--- config.mk ---
export PLATFORM = sky130hd
export DESIGN_NAME = micro_sequencer
export DESIGN_NICKNAME = d
export VERILOG_FILES = /design/src/rtl/micro_sequencer.sv
export SDC_FILE = /design/constraint.sdc
export NUM_CORES = 1
export LEC_CHECK = 0
export ABC_AREA = 1
export BUFFER_PORTS_ARGS = -buffer_cell sky130_fd_sc_hd__buf_2
export CAP_MARGIN = 20
export CORE_MARGIN = 2
export CORE_UTILIZATION = 58
export CTS_CLUSTER_DIAMETER = 30
export DETAILED_ROUTE_END_ITERATION = 10
export PLACE_DENSITY_LB_ADDON = 0.2
export REMOVE_ABC_BUFFERS = 1
export SLEW_MARGIN = 20
export SYNTH_ARGS = -nofsm -noshare
export SYNTH_HDL_FRONTEND = slang
export SYNTH_SLANG_ARGS = --single-unit
--- constraint.sdc ---
create_clock -name clk -period 3.3 [get_ports clk]
set_input_delay 0.165 -clock clk [delete_from_list [all_inputs] [get_ports clk]]
set_output_delay 0.165 -clock clk [all_outputs]
set_load 0.02 [all_outputs]
--- src/rtl/micro_sequencer.sv ---
// Microstate controller for the multicycle CPU: sequences the 4-bit ROM address,
// dispatches on the opcode, halts on illegal opcodes/states and counts retired instructions.
module micro_sequencer #(
  parameter int OPW  = 6,
  parameter int CNTW = 16
) (
  input  logic            clk,
  input  logic            reset,
  input  logic            enable,
  input  logic            mem_ready,
  input  logic [OPW-1:0]  opcode,
  output logic [3:0]      state,
  output logic            instr_done,
  output logic            halted,
  output logic            illegal,
  output logic [CNTW-1:0] instr_count
);

  typedef enum logic [3:0] {
    S_FETCH    = 4'd0,
    S_DECODE   = 4'd1,
    S_MEMADDR  = 4'd2,
    S_MEMREAD  = 4'd3,
    S_LWWB     = 4'd4,
    S_MEMWRITE = 4'd5,
    S_REXEC    = 4'd6,
    S_RWB      = 4'd7,
    S_BEQ      = 4'd8,
    S_JUMP     = 4'd9,
    S_ADDIEXEC = 4'd10,
    S_ADDIWB   = 4'd11,
    S_HALT     = 4'd15
  } state_e;

  localparam logic [OPW-1:0] OP_R    = OPW'(6'b000000);
  localparam logic [OPW-1:0] OP_LW   = OPW'(6'b100011);
  localparam logic [OPW-1:0] OP_SW   = OPW'(6'b101011);
  localparam logic [OPW-1:0] OP_BEQ  = OPW'(6'b000100);
  localparam logic [OPW-1:0] OP_J    = OPW'(6'b000010);
  localparam logic [OPW-1:0] OP_ADDI = OPW'(6'b001000);

  state_e          state_q, state_d;
  logic            illegal_q, illegal_d;
  logic [CNTW-1:0] count_q, count_d;
  logic            retire;

  // An instruction retires in its last state; MEMWRITE only once memory accepts the store.
  assign retire = enable &&
                  ((state_q == S_LWWB) || (state_q == S_RWB) || (state_q == S_BEQ) ||
                   (state_q == S_JUMP) || (state_q == S_ADDIWB) ||
                   ((state_q == S_MEMWRITE) && mem_ready));

  always_comb begin
    state_d   = state_q;
    illegal_d = illegal_q;
    count_d   = count_q;
    if (enable) begin
      case (state_q)
        S_FETCH:    if (mem_ready) state_d = S_DECODE;
        S_DECODE: begin
          if ((opcode == OP_LW) || (opcode == OP_SW)) state_d = S_MEMADDR;
          else if (opcode == OP_R)                    state_d = S_REXEC;
          else if (opcode == OP_BEQ)                  state_d = S_BEQ;
          else if (opcode == OP_J)                    state_d = S_JUMP;
          else if (opcode == OP_ADDI)                 state_d = S_ADDIEXEC;
          else begin
            state_d   = S_HALT;
            illegal_d = 1'b1;
          end
        end
        S_MEMADDR: begin
          if (opcode == OP_LW)      state_d = S_MEMREAD;
          else if (opcode == OP_SW) state_d = S_MEMWRITE;
          else begin
            state_d   = S_HALT;
            illegal_d = 1'b1;
          end
        end
        S_MEMREAD:  if (mem_ready) state_d = S_LWWB;
        S_MEMWRITE: if (mem_ready) state_d = S_FETCH;
        S_REXEC:    state_d = S_RWB;
        S_ADDIEXEC: state_d = S_ADDIWB;
        S_LWWB, S_RWB, S_BEQ, S_JUMP, S_ADDIWB: state_d = S_FETCH;
        S_HALT:     state_d = S_HALT;
        // Unused encodings 12-14 are treated as corruption and trapped.
        default: begin
          state_d   = S_HALT;
          illegal_d = 1'b1;
        end
      endcase
      if (retire) count_d = count_q + CNTW'(1);
    end
  end

  always_ff @(posedge clk) begin
    if (reset) begin
      state_q   <= S_FETCH;
      illegal_q <= 1'b0;
      count_q   <= '0;
    end else begin
      state_q   <= state_d;
      illegal_q <= illegal_d;
      count_q   <= count_d;
    end
  end

  assign state       = state_q;
  assign instr_done  = retire;
  assign halted      = (state_q == S_HALT);
  assign illegal     = illegal_q;
  assign instr_count = count_q;

endmodule

==> reports/results.ini <==
[global_routing]
grt_overflow_total=0
grt_pass1_vias=1314
grt_max_degree=17
grt_pass1_wl_um=5670
grt.total_usage=0.260
antenna_found_initial=0

[worst_setup_path]
arrival_ns=1.68
rr_endpoint=instr_count[1]
crit_fanout=8
critPathKind=flip-flop to output port
required_ns=3.13
end_kind=output port
r2r_slack_ns=1.61
reg2reg_depth=9
start_kind=flip-flop
worstSetupStartpoint=state[2]
r2r-start=state[2]

[yosys]
synth_cell_types=20
synth_warnings=0
synthCells=265
syn_avg_cell_area_um2=5.66
synth-seq-cells=21
synth.cell_area_um2=1500
synth-seq-area-share=0.280

[place]
post-dp-hpwl_um=2670
dp_cells=322
gp_congestion=0.878
io_buffers=32
placed_area_um2=1660

[timing]
timing.fmax_ghz=0.541
finalCritPeriodShare=0.560
tightest_slew_ns=0.417
tns_ns=0
maxSlewViolCount=0
fin_skew_ns=0.00205
setup_viol=0
rsz0062_at_grt=no
min_period_ns=1.85
hold_viol_final=0
slew_headroom=0.721

[detailed_routing]
dr.pass1.iters=4
routed.top_layer=met4
drtIter0Drc=55
wl_met1_um=1830
wl_um=3540
dr_wl_met3_um=210
drc_errors=0
vias_per_cell=5.11
antenna_left=0
met2WireLength_um=1450
vias=1667
drt-wirelength-per-cell_um=10.9

[job]
maxCapViolCount=0

[floorplan]
io-pin-count=33
die_area_um2=3010
row_count=18
coreArea_um2=2450
die_y_um=54.8
die_w_um=54.8
initial_core_util=0.611

[clocking]
postCtsSetupRepairBufs=0
cts_sinks=21
clk_path_buf_depth=2
cts_root_buf=clkbuf_4
cts_tree=built
cts_buffers=3
postCtsHoldBufs=0
clk_pin_slew_worst_paths_ns=0.13
cts_resized=0
htree_num_levels=1
clock_latency_ns=0.32

[hold_path]
hold_path_class=input pin to flip-flop
hp-start=reset
min_path_cells=2
hold_end=instr_count[10]

[finish]
design_area_um2=1690
syn2layout_area_growth_pct=12.5
fin_cells=326
diodes=0
layout.nets=308
final_util=0.687
drive_above_1_share=0.145
fillCellCount=237

[power]
power.leakage_nw=0.791
p_per_area_nw_per_um2=362
ir_drop_v=0.000272

[outcome]
outcome=finished clean

==> area by class of cell <==
type | instances | area [um^2] | area share
well taps | 30 | 37.5 | 0.0223
repair buffers | 32 | 160 | 0.0950
clock inverters | 1 | 5.00 | 0.00297
clock buffers | 3 | 22.5 | 0.0134
multi-input cells | 208 | 925 | 0.548
inverters | 31 | 116 | 0.0690
flip-flops and latches | 21 | 420 | 0.249
==> routing by layer <==
layer,up-vias,track usage
li1,896,-
met3,5,0.0246
met1,712,0.390
met4,0,0.0875
met2,54,0.383
met5,-,0
==> cell families (layout without fill, tap and decap cells) <==
kind of cell | count (synthesis) | count (layout) | share of synthesized area
fa+ha+maj | 1 | 1 | 0.00835
compound gates | 26 | 26 | 0.0960
xor+xnor | 3 | 3 | 0.0175
simple gates | 178 | 178 | 0.495
buf+inv | 36 | 67 | 0.103
flops | 21 | 21 | 0.280
==> worst max path at each step <==
stage               depth (start not counted)              end  slack (ns)
finish                                      7       instr_done        1.45
global route                                7       instr_done        1.34
CTS                                         7       instr_done        1.44
detailed placement                          9   instr_count[1]        1.67
global placement                            7   instr_count[0]        1.77
floorplan                                   8  instr_count[10]        1.75
==> worst max-delay path, cell delays in order, from the launching register on <==
cell,delay (ns)
dfxtp_1,0.47
inv_1,0.09
nor2_1,0.11
nand2_1,0.06
nand2_1,0.07
nand2_2,0.07
a21boi_4,0.27
buf_2,0.22
==> power breakdown <==
group	total [mW]	internal, mW	switching (mW)
clock	0.133	0.0454	0.0871
sequential	0.289	0.268	0.0215
combinational	0.189	0.0591	0.130
total	0.611	0.372	0.238
==> flip-flops by register name, indices dropped and copies added, names as in the netlist <==
| register | flops |
|---|---|
| illegal | 1 |
| state | 4 |
| instr_count | 16 |
==> layout by cell type (no fill, tap or decap) <==
cell and n:
nand2_1 85, nor2_1 54, buf_2 32, inv_1 31, nand3_1 23, dfxtp_1 21, a21oi_1 14, o21ai_0 11
nand4_1 7, nand2_2 5, clkbuf_4 3, nand3b_1 2, xor2_1 2, a21boi_4 1, nand3_2 1, xnor2_1 1
nor3_1 1, ha_1 1, clkinv_2 1
==> cells in the mapped netlist <==
cell	instances	share of area
nor2_1	54	0.14
clkbuf_1	1	0.0025
nand2_1	85	0.21
nand3b_1	2	0.010
buf_1	1	0.0025
a21oi_1	14	0.047
buf_6	2	0.015
dfxtp_1	21	0.28
nand3_2	1	0.0067
nand2_2	5	0.021
nor3_1	1	0.0033
ha_1	1	0.0083
nand4_1	7	0.029
nand3_1	23	0.077
a21boi_4	1	0.013
o21ai_0	11	0.037
inv_1	31	0.078
xnor2_1	1	0.0058
clkbuf_4	1	0.0050
xor2_1	2	0.012
==> stage by stage <==
step / power, mW / worst slack (ns) / hold slack (ns)
floorplan: 0.426 / 1.75 / 0.234
global placement: 0.479 / 1.77 / 0.434
detailed placement: 0.480 / 1.67 / 0.452
CTS: 0.615 / 1.44 / 0.192
global route: 0.651 / 1.34 / 0.197
finish: 0.611 / 1.45 / 0.215
Note: power is estimated with default switching activity, not from simulation.
